<file path="src/rtl/alu_share_arbiter.sv">
// Shares one registered ALU between two requesters with round-robin arbitration.
// The ALU result is captured the cycle after issue into one-entry response slots,
// each carrying its own zero flag and an overflow flag recomputed from the
// operand sign bits kept in the stage register. This is needed because the
// ALU's own overflow output is already stale when the result arrives.
module alu_share_arbiter #(
  parameter logic [5:0] OP_ADD  = 6'h20,
  parameter logic [5:0] OP_SUB  = 6'h22,
  parameter logic [5:0] OP_IDLE = 6'h3f
) (
  input  logic        clk,
  input  logic        reset,
  input  logic [1:0]  req_valid,
  output logic [1:0]  req_ready,
  input  logic [5:0]  req_op0,
  input  logic [5:0]  req_op1,
  input  logic [31:0] req_a0,
  input  logic [31:0] req_a1,
  input  logic [31:0] req_b0,
  input  logic [31:0] req_b1,
  output logic [5:0]  alu_control,
  output logic [31:0] alu_src0,
  output logic [31:0] alu_src1,
  input  logic [31:0] alu_result,
  output logic [1:0]  resp_valid,
  input  logic [1:0]  resp_ready,
  output logic [31:0] resp_data0,
  output logic [31:0] resp_data1,
  output logic [1:0]  resp_zero,
  output logic [1:0]  resp_ov
);

  logic        stageValid_q, stageValid_d;
  logic        stageTag_q, stageTag_d;
  logic        stageAdd_q, stageAdd_d;
  logic        stageSub_q, stageSub_d;
  logic        stageA31_q, stageA31_d;
  logic        stageB31_q, stageB31_d;
  logic        favour_q, favour_d;
  logic [1:0]  respValid_q, respValid_d;
  logic [1:0]  respZero_q, respZero_d;
  logic [1:0]  respOv_q, respOv_d;
  logic [31:0] respData0_q, respData0_d;
  logic [31:0] respData1_q, respData1_d;

  logic [1:0]  eligible;
  logic [1:0]  candidate;
  logic [1:0]  grant;
  logic        grantIdx;
  logic        capOv;
  logic        capZero;

  // Arbitration: a requester with a pending op or an undrained slot waits; ties go to the favoured one.
  always_comb begin
    eligible  = 2'b00;
    candidate = 2'b00;
    grant     = 2'b00;
    for (int i = 0; i < 2; i++) begin
      eligible[i] = !(stageValid_q && (stageTag_q == i[0])) &&
                    (!respValid_q[i] || resp_ready[i]);
    end
    if (!reset) begin
      candidate = req_valid & eligible;
    end
    if (candidate == 2'b11) begin
      grant = favour_q ? 2'b10 : 2'b01;
    end else begin
      grant = candidate;
    end
    grantIdx  = grant[1];
    req_ready = grant;
    favour_d  = favour_q;
    if (grant != 2'b00) begin
      favour_d = ~grantIdx;
    end
  end

  // ALU input mux and stage-register next state for the op being issued this cycle.
  always_comb begin
    alu_control = OP_IDLE;
    alu_src0    = 32'd0;
    alu_src1    = 32'd0;
    if (grant[0]) begin
      alu_control = req_op0;
      alu_src0    = req_a0;
      alu_src1    = req_b0;
    end else if (grant[1]) begin
      alu_control = req_op1;
      alu_src0    = req_a1;
      alu_src1    = req_b1;
    end
    stageValid_d = (grant != 2'b00);
    stageTag_d   = grantIdx;
    stageAdd_d   = stageValid_d && (alu_control == OP_ADD);
    stageSub_d   = stageValid_d && (alu_control == OP_SUB);
    stageA31_d   = alu_src0[31];
    stageB31_d   = alu_src1[31];
  end

  // Capture the ALU result into the tagged slot, otherwise drain slots the requester accepts.
  always_comb begin
    capZero = (alu_result == 32'd0);
    capOv   = 1'b0;
    if (stageAdd_q) begin
      capOv = (stageA31_q == stageB31_q) && (alu_result[31] != stageA31_q);
    end else if (stageSub_q) begin
      capOv = (stageA31_q != stageB31_q) && (alu_result[31] != stageA31_q);
    end
    respValid_d = respValid_q;
    respZero_d  = respZero_q;
    respOv_d    = respOv_q;
    respData0_d = respData0_q;
    respData1_d = respData1_q;
    for (int i = 0; i < 2; i++) begin
      if (stageValid_q && (stageTag_q == i[0])) begin
        respValid_d[i] = 1'b1;
        respZero_d[i]  = capZero;
        respOv_d[i]    = capOv;
      end else if (resp_ready[i]) begin
        respValid_d[i] = 1'b0;
      end
    end
    if (stageValid_q && !stageTag_q) begin
      respData0_d = alu_result;
    end
    if (stageValid_q && stageTag_q) begin
      respData1_d = alu_result;
    end
  end

  // State registers; reset discards any in-flight op and buffered responses.
  always_ff @(posedge clk) begin
    if (reset) begin
      stageValid_q <= 1'b0;
      stageTag_q   <= 1'b0;
      stageAdd_q   <= 1'b0;
      stageSub_q   <= 1'b0;
      stageA31_q   <= 1'b0;
      stageB31_q   <= 1'b0;
      favour_q     <= 1'b0;
      respValid_q  <= 2'b00;
      respZero_q   <= 2'b00;
      respOv_q     <= 2'b00;
      respData0_q  <= 32'd0;
      respData1_q  <= 32'd0;
    end else begin
      stageValid_q <= stageValid_d;
      stageTag_q   <= stageTag_d;
      stageAdd_q   <= stageAdd_d;
      stageSub_q   <= stageSub_d;
      stageA31_q   <= stageA31_d;
      stageB31_q   <= stageB31_d;
      favour_q     <= favour_d;
      respValid_q  <= respValid_d;
      respZero_q   <= respZero_d;
      respOv_q     <= respOv_d;
      respData0_q  <= respData0_d;
      respData1_q  <= respData1_d;
    end
  end

  assign resp_valid = respValid_q;
  assign resp_zero  = respZero_q;
  assign resp_ov    = respOv_q;
  assign resp_data0 = respData0_q;
  assign resp_data1 = respData1_q;

endmodule

</file>
<file path="config.mk">
export PLATFORM = sky130hd
export DESIGN_NAME = alu_share_arbiter
export DESIGN_NICKNAME = d
export VERILOG_FILES = /design/src/rtl/alu_share_arbiter.sv
export SDC_FILE = /design/constraint.sdc
export NUM_CORES = 1
export LEC_CHECK = 0
export CORE_AREA = 2 2 123 125
export DETAILED_ROUTE_END_ITERATION = 10
export DIE_AREA = 0 0 125 127
export PLACE_DENSITY_LB_ADDON = 0.25
export REMOVE_ABC_BUFFERS = 1
export SYNTH_ARGS = -nofsm -noshare
export SYNTH_HDL_FRONTEND = slang
export SYNTH_SLANG_ARGS = --single-unit
</file>
<file path="constraint.sdc">
create_clock -name clk -period 2.41 [get_ports clk]
set_input_delay 0.6025 -clock clk [delete_from_list [all_inputs] [get_ports clk]]
set_output_delay 0.6025 -clock clk [all_outputs]
set_load 0.01 [all_outputs]
</file>
==> results.md <==
- The clock tree synthesis step divided the H-tree into 3 levels.
- The share of the Yosys chip area taken by registers is 0.431.
- The ratio of routed vias to standard cells is 4.83.
- Across the VDD grid, the largest voltage drop is 258 uV.
- Measured along the x axis, the die boundary spans 125 um.
- The number of pins with negative max-slew slack in the final report was 0.
- STA classifies the critical path startpoint as a primary input.
- For the pin with the worst max-slew slack, the measured transition is 709 ps.
- Data on the critical path arrives at its endpoint at 1960 ps.
- In the layout the commonest cells are clkdlybuf4s50_1, nand2_1, dfxtp_1.
- The number of endpoints failing setup at the final stage is 66.
- The worst setup path is of the in -> out kind.
- After layout, the worst setup slack is -150 ps.
- The count of nets left with antenna violations once routing finished came out at 0.
- The worst hold slack is 453 ps.
- Summed over all instances, the cell type with the most area after synthesis is dfxtp_1.
- The normalized max-slew margin is 0.527.
- The vias after detailed routing is 4712.
- The later-pin clock latency in the skew report is 340 ps.
- After floorplanning, the core was sized to cover 14400 um2.
- The run finished, with violations left.
- The y dimension of the die is 127 um.
- The maximum buffer depth of the clock tree is 2.
- Excluding fillers, the count of instances in the completed layout stands at 976.
- Of all nets on the critical path, the largest fanout is 7.
- After synthesis, the cell types taking the most area are dfxtp_1, a22o_1, nand2_1, a21oi_1, clkbuf_1.
- The data required time at the worst endpoint is 1810 ps.
- In the global route stage, met3 resource usage came out at 0.0758.
- Dividing the detail-routed wire length by the instance count gives 19.4 um.
- The number of CTS-inserted buffers is 9.
- For this block, the initial DRC count from the detailed router was 251.
- The met1 track utilization from global routing is 0.236.
- For this run, design rule violations remaining after detail routing come to 0.
- The count of standard-cell rows is 44.
- Clock-pin slew was measured on the worst setup and hold paths at 60 ps.
- Setup slack on the worst reg-to-reg path comes out at 700 ps.
- The first global-routing pass estimated 27500 um of wire.
- Across the run, the number of max-cap violations was 0.
- After detailed placement, the design holds a cell count of 933.
- For this design the ratio of total power to cell area is 528 nW/um2.
- The final wirelength is 18900 um.
- Entering global routing, the biggest net connects 70 pins.
- The final reports fail on setup timing.
- The worst path in the final design needs a cycle of 2560 ps, including I/O delays and setup.
- The final cycle utilization of the critical path is 1.06.
- The capturing element type of the critical path is an output pin.
- The via count of the first global-routing pass was 4693.
- During I/O placement, the number of pins put on the boundary was 320.
- The number of flip-flops and latches in the synthesized netlist is 77.
- For this design, the CTS-stage hold fixing added 0 buffers.
- The first TritonRoute pass finished after 4 iterations.
- The average instance in the mapped netlist occupies 8.13 um2.
- For this run, the post-layout net count is 964.
- The placed wire-length estimate is 13700 um.
- Synthesis produced a netlist whose cell count is 440.
- Port buffering added 319 buffers.
- The number of clock sinks is 77.
- During synthesis, Yosys emitted a total of 0 warnings.
- The global placer's final weighted congestion is 0.940.
- Leaving out fill and tap cells, the most frequent cell in the layout is clkdlybuf4s50_1.
- The summed instance area of the synthesized netlist is 3580 um2.
- Counting distinct cell types in the post-synthesis netlist gives 32.
- Global routing finished with a remaining overflow of 0.
- The upper clock frequency limit is 391 MHz.
- The layer with the highest usage after global routing is met2.
- The initial antenna violation count was 0.
- The library cell used as clock root buffer is clkbuf_16.
- The leakage power total is 3.09 nW.
- Setup repair after global routing could not meet its margin everywhere.
- The number of hold-slack violations in the final timing report is 0.
- The CTS tree is done.
- The die area is 15900 um2.
- The worst slack at placement is -928 ps.
- The met2 track demand over resource in global routing is 0.420.
- For this configuration, the core starts out at a cell density of 0.248.
- The global-route usage over all layers is 0.225.
- Between clock sinks in the finished design, the worst skew comes to 5.36 ps.
- The area fraction of the dominant cell type after synthesis is 0.431.
- The area growth from synthesis to layout is 119%.
- The proportion of layout cells with a drive suffix above 1 is 0.207.
- The worst hold-check path type is reg -> reg.
## final timing paths
| check | cells after the start | start | end |
|---|---|---|---|
| worst max register to register | 9 | stageTag_q | stageSub_q |
| worst min-delay path | 2 | resp_data1[0] | resp_data1[0] |
| worst min register to register | 2 | resp_data1[0] | resp_data1[0] |
| worst max-delay path | 9 | req_valid[1] | alu_src0[6] |
## logic make-up (layout without fill, tap and decap cells)
| kind of cell | count (synthesis) | count (layout) | share of synthesized area |
|---|---|---|---|
| and+or+nand+nor | 167 | 167 | 0.199 |
| other | 0 | 1 | 0 |
| DFF | 77 | 77 | 0.431 |
| AOI/OAI and AO/OA | 152 | 152 | 0.307 |
| buffers and inverters | 44 | 395 | 0.0626 |
## repair_timing
action / 4_1_cts / 5_1_grt
gates cloned: 12 / 2
endpoints found under the hold margin: 0 / 0
setup buffers: 7 / 6
resized for setup: 343 / 33
endpoints found under the setup margin: 72 / 67
pin swaps: 32 / 20
## stage by stage
stage | area [um2] | utilization | total power [W] | TNS, ps
5_1_grt | 7810 | 0.542 | 0.00429 | -11310
6_report | 7810 | 0.542 | 0.00412 | -7790
3_5_place_dp | 7030 | 0.487 | 0.00254 | -59300
2_1_floorplan | 3370 | - | 0.00175 | -40990
3_3_place_gp | 7030 | 0.487 | 0.00254 | -58630
4_1_cts | 7610 | 0.528 | 0.00410 | -5410
## power by group
part / switching (W) / total [W] / internal (W)
combinational: 0.000514 / 0.00127 / 0.000759
clock: 0.000528 / 0.00147 / 0.000939
sequential: 0.0000407 / 0.00138 / 0.00134
total: 0.00108 / 0.00412 / 0.00304
## synthesized netlist by cell type
cell / instances
nand4b_4: 1
a21oi_1: 69
nor2_1: 6
nor2b_1: 2
clkbuf_1: 20
nor3_1: 3
nor3b_1: 2
a22o_1: 66
nand2b_1: 3
nand3b_1: 1
a31o_4: 1
a211oi_1: 3
o21ai_0: 2
o21ai_1: 1
o22a_2: 1
inv_2: 2
o22a_1: 4
nand3_2: 1
buf_6: 6
and2_1: 2
nand4_1: 3
nand2_1: 135
o31ai_4: 1
buf_1: 1
o22ai_1: 1
o211ai_4: 1
buf_2: 11
nor4_1: 8
o32ai_1: 1
a21oi_4: 1
inv_1: 4
dfxtp_1: 77
## critical path, stage by stage
cell and delay, ps:
dlygate4sd2_1 230, nor2b_4 130, buf_6 120, o211ai_4 80, clkinv_4 150, buf_4 170
clkbuf_16 150, a22o_1 180, buf_2 140
## area by class of cell
class                   instances  area, um2
clock inverters                 5       82.6
well taps                     184        230
clock buffers                  11        243
repair buffers                373       3800
diodes                          1       2.50
flip-flops and latches         77       1540
multi-input cells             319       1870
inverters                       6       40.0
fillers                      1296       6610
## flip-flops by register name, summed over array words and instances, names as in the netlist
| signal | count |
|---|---|
| stageSub_q | 1 |
| resp_data0 | 32 |
| resp_data1 | 32 |
| stageAdd_q | 1 |
| stageB31_q | 1 |
| favour_q | 1 |
| resp_valid | 2 |
| resp_zero | 2 |
| resp_ov | 2 |
| stageTag_q | 1 |
| stageA31_q | 1 |
| stageValid_q | 1 |
## layer usage
metal / share of wire / vias to the layer above
met3: 0.092 / 28
met4: 0.024 / 0
met1: 0.36 / 2213
li1: - / 2248
met2: 0.53 / 223
met5: 0 / -
Note: power is estimated with default switching activity, not from simulation.
==> edit 1, RTL diff (same settings) <==
Reset style: asynchronous (`reset`), changed in one clocked block.
--- a/src/rtl/alu_share_arbiter.sv
+++ b/src/rtl/alu_share_arbiter.sv
@@ -129,7 +129,7 @@
   end
 
   // State registers; reset discards any in-flight op and buffered responses.
-  always_ff @(posedge clk) begin
+  always_ff @(posedge clk or posedge reset) begin
     if (reset) begin
       stageValid_q <= 1'b0;
       stageTag_q   <= 1'b0;
Check against the original RTL: differs if reset is asserted again (counterexample within 4 cycles, from zero or initial values and one cycle with reset high); with reset held inactive, the same outputs for 10 cycles.
==> edit 1 against the original RTL <==
The run still ends with setup timing left; clock skew is 0.00074 ns lower; setup slack improved by 0.072 ns; sequential cell count stayed put; cell area down 1.6%; wire length shrank 10%; non-clock buffer count decreased by 17; synthesized area grew 4.3%; power grew 32%; critical path type unchanged; critical endpoint is now alu_src1[6]; largest cell class unchanged.
==> edit 1: results (changes against the original RTL) <==
- Routed wl met2: 8600 um (-14%)
- Layout Nets: 807 (-16%)
- Clk_skew: 0.00462 ns (-0.000740 ns)
- Vias in the first global route: 4235 (-9.8%)
- DP HPWL: 12800 um (-7.0%)
- DP Area: 0.00719 mm2 (+2.2%)
- Synth Area in Compound Gates: 18.7% (-12 points)
- Critical Path Max Stage Delay: 0.29 ns (+0.06 ns)
- Syn avg cell area: 13.1 um2 (+62%)
- Worst reg2reg path startpoint: stageValid_q
- Failing checks: setup timing
- Status: complete, but fails checks
- Slowest CP cell: bufbuf_16
- RD Place Congestion: 1.05 (+11%)
- M3 GR Usage: 7.83% (+0.25 points)
- DR iter-0 viols: 142 (-43%)
- Length of routed wiring on met1: 6410 um (-5.4%)
- Met2 Resource Use GR: 35.5% (-6.5 points)
- WHS Endpoint: resp_zero[0]
- Power Sequential: 1.89 mW (+37%)
- Final WS setup: -0.0789 ns (+0.0715 ns)
- DR WL/cell: 20.7 um (+6.8%)
- Final setup violating endpoints: 45 (-32%)
- Placed Cells: 783 (-16%)
- Sw power: 1.56 mW (+44%)
- PwrDens: 710 mW/mm2 (+35%)
- RR Endpoint: stageAdd_q
- Mux contribution to synthesized area: 19.3% (+19 points)
- GRT Overall Usage: 20.3% (-2.2 points)
- Top FF cell, synth: dfrtp_1
- Hold Path Origin: resp_zero[0]
- Met1 GRT Util: 23.5% (-0.10 points)
- Worst slack, placed: -0.878 ns (+0.0508 ns)
- Crit path arrival time: 1.89 ns (-0.07 ns)
- Sum Neg Setup Slack: -2.71 ns (+5.08 ns)
- Total length of routed wires: 17000 um (-10%)
- Top cells by area, synth: dfrtp_1 52%, mux2_2 19%, a22o_1 15%
- Sequential area share after synthesis: 51.7% (+8.6 points)
- Crit path from: req_valid[0]
- Layout fillers: 1267 (-2.2%)
- Pleak: 3.32 nW (+7.4%)
## edit 1: cell types whose count changed after synthesis, sizes merged, moves of 3 or more
| cell | unedited run | this run |
|---|---|---|
| buf | 18 | 22 |
| o21a | 0 | 3 |
| clkbuf | 20 | 0 |
| nor2 | 6 | 0 |
| a211oi | 3 | 0 |
| dfrtp | 0 | 77 |
| nand2 | 135 | 8 |
| nor3 | 3 | 0 |
| dfxtp | 77 | 0 |
| a21oi | 70 | 3 |
| mux2 | 0 | 64 |
## edit 1: cell type report
class | count | area [um2] | share of cell area (%)
timing repair buffer | 356 | 3490 | 45.3
sequential | 77 | 1930 | 25.1
multi-input combinational | 181 | 1760 | 22.8
clock buffer | 12 | 236 | 3.08
tap | 184 | 230 | 2.99
inverter | 4 | 28.8 | 0.374
clock inverter | 4 | 25.0 | 0.325
## edit 1: timing repair
action,CTS,global route
setup endpoints to repair,72,68
setup buffers,4,5
cloned,9,2
gates resized for setup,327,18
pin swaps,29,5
==> edit 2, RTL diff (config.mk and constraints unchanged) <==
Without the edit above. `respData1_q` no longer has a reset.
--- a/src/rtl/alu_share_arbiter.sv
+++ b/src/rtl/alu_share_arbiter.sv
@@ -142,7 +142,6 @@
       respZero_q   <= 2'b00;
       respOv_q     <= 2'b00;
       respData0_q  <= 32'd0;
-      respData1_q  <= 32'd0;
     end else begin
       stageValid_q <= stageValid_d;
       stageTag_q   <= stageTag_d;
@@ -155,8 +154,11 @@
       respZero_q   <= respZero_d;
       respOv_q     <= respOv_d;
       respData0_q  <= respData0_d;
-      respData1_q  <= respData1_d;
     end
+  end
+
+  always_ff @(posedge clk) begin
+    respData1_q <= respData1_d;
   end
 
   assign resp_valid = respValid_q;
Formal check against the unedited RTL: differs if reset is asserted again (counterexample within 4 cycles, from zero or initial values and one cycle with reset high); with reset held inactive, the same outputs for 10 cycles.
==> edit 2 against the original RTL <==
The run still ends with setup timing left; setup slack lost 0.28 ns; wire length decreased by 8.9%; sequential cell count is the same; utilization shrank 1.4 points; cell area down 2.6%; clock skew decreased by 0.00092 ns; critical path depth fell by 2; synthesized area shrank 4.0%; power fell by 5.6%; combinational power fell by 5%; highest routed layer unchanged.
==> edit 2: results (changes against the original RTL) <==
- Routed wl met2: 8710 um (-13%)
- GRT Overall Usage: 20.6% (-1.9 points)
- Hold Path Origin: resp_data0[26]
- Top cells by area, synth: edfxtp_1 28%, dfxtp_1 26%, a22o_1 17%
- Layout fillers: 1297 (+0.077%)
- Crit path arrival time: 2.24 ns (+0.28 ns)
- Post-synth EDFFs: 32 (+32)
- Layout Nets: 873 (-9.4%)
- Crit path from: stageValid_q
- Worst-case reg-to-reg path depth: 6 (-3)
- Length of routed wiring on met1: 6680 um (-1.3%)
- M3 GR Usage: 6.91% (-0.67 points)
- Layout Cells excl Fill: 887 (-9.1%)
- Final setup violating endpoints: 71 (+7.6%)
- Vias in the first global route: 4364 (-7.0%)
- Share of cells above drive strength 1: 24.1% (+3.4 points)
- Initial DRT Pass Iterations: 5 (+1)
- Clock Tree Buf Depth: 2 (unchanged)
- Final WS setup: -0.428 ns (-0.277 ns)
- DP HPWL: 12700 um (-7.2%)
- Total length of routed wires: 17300 um (-8.9%)
- Antenna violations before repair: 3 (+3)
- Worst Hold Slack: 0.459 ns (+0.00528 ns)
- CP endpoint: alu_src1[21]
- Sum Neg Setup Slack: -24.74 ns (-16.95 ns)
- Placed Cells: 844 (-9.5%)
- Slew headroom: 60.7% (+8.0 points)
- Pleak: 3.02 nW (-2.1%)
- Met1 GRT Util: 23.3% (-0.30 points)
- Largest net degree at the start of global routing: 39 (-44%)
- WHS Endpoint: resp_data0[26]
- Met2 Resource Use GR: 36.7% (-5.3 points)
- Syn avg cell area: 10.2 um2 (+25%)
- Slowest CP cell: or4b_4
- Met3 Routed Length: 1540 um (-11%)
- Vias: 4267 (-9.4%)
- Maximum fanout along the worst path: 6 (-1)
- Crit-path leading delay family: simple AND/OR/NAND/NOR gates
- DP Area: 0.00698 mm2 (-0.68%)
- Reg2Reg Setup Slack: 0.19 ns (-0.51 ns)
- Synth Area in Compound Gates: 25.2% (-5.5 points)
- First-pass GRT wire length: 25100 um (-8.5%)
- Commonest cells post-synth: 67 x nand2_1, 66 x a22o_1, 45 x dfxtp_1, 41 x a21oi_1, 32 x edfxtp_1
- Clk_skew: 0.00444 ns (-0.000921 ns)
- Peak supply drop: 0.308 mV (+19%)
- Sequential area share after synthesis: 54.2% (+11 points)
- PwrDens: 511 mW/mm2 (-3.1%)
- Failing checks: setup timing
- Critical Path Max Stage Delay: 0.51 ns (+0.28 ns)
- Worst slack, placed: -1.20 ns (-0.271 ns)
- Top FF cell, synth: dfxtp_1
- RD Place Congestion: 0.881 (-6.3%)
- Netlist cell types: 33 (+3.1%)
- Status: complete, but fails checks
- DR iter-0 viols: 155 (-38%)
-- edit 2: cell count changes after synthesis, sizes merged, moves of 2 or more --
cell,delta
a21oi,-29
and2,-2
buf,-7
clkbuf,-2
dfxtp,-32
edfxtp,+32
nand2,-68
nor3,+2
nor4,+3
o21ai,-3
o22a,-3
o22ai,+2
or2,+2
-- edit 2: report_power, final --
part           switching, mW  internal, mW  total, mW
sequential            0.0347          1.43       1.46
clock                  0.492         0.721       1.21
combinational          0.494         0.720       1.21
total                   1.02          2.87       3.89
-- edit 2: area by class of cell --
cell class | instances | share of cell area [%]
tap | 184 | 3.03
clock inverter | 4 | 0.329
clock buffer | 12 | 3.24
timing repair buffer | 375 | 48.6
antenna | 3 | 0.0987
timing repair inverter | 1 | 0.115
inverter | 7 | 0.608
multi-input combinational | 224 | 19.5
sequential | 77 | 24.5
-- edit 2: what timing repair did --
action                     4_1_cts  5_1_grt
gates cloned                    11        2
gates resized for setup        294       66
pin swaps                       24       35
setup buffers                   13        3
setup endpoints to repair       74       72
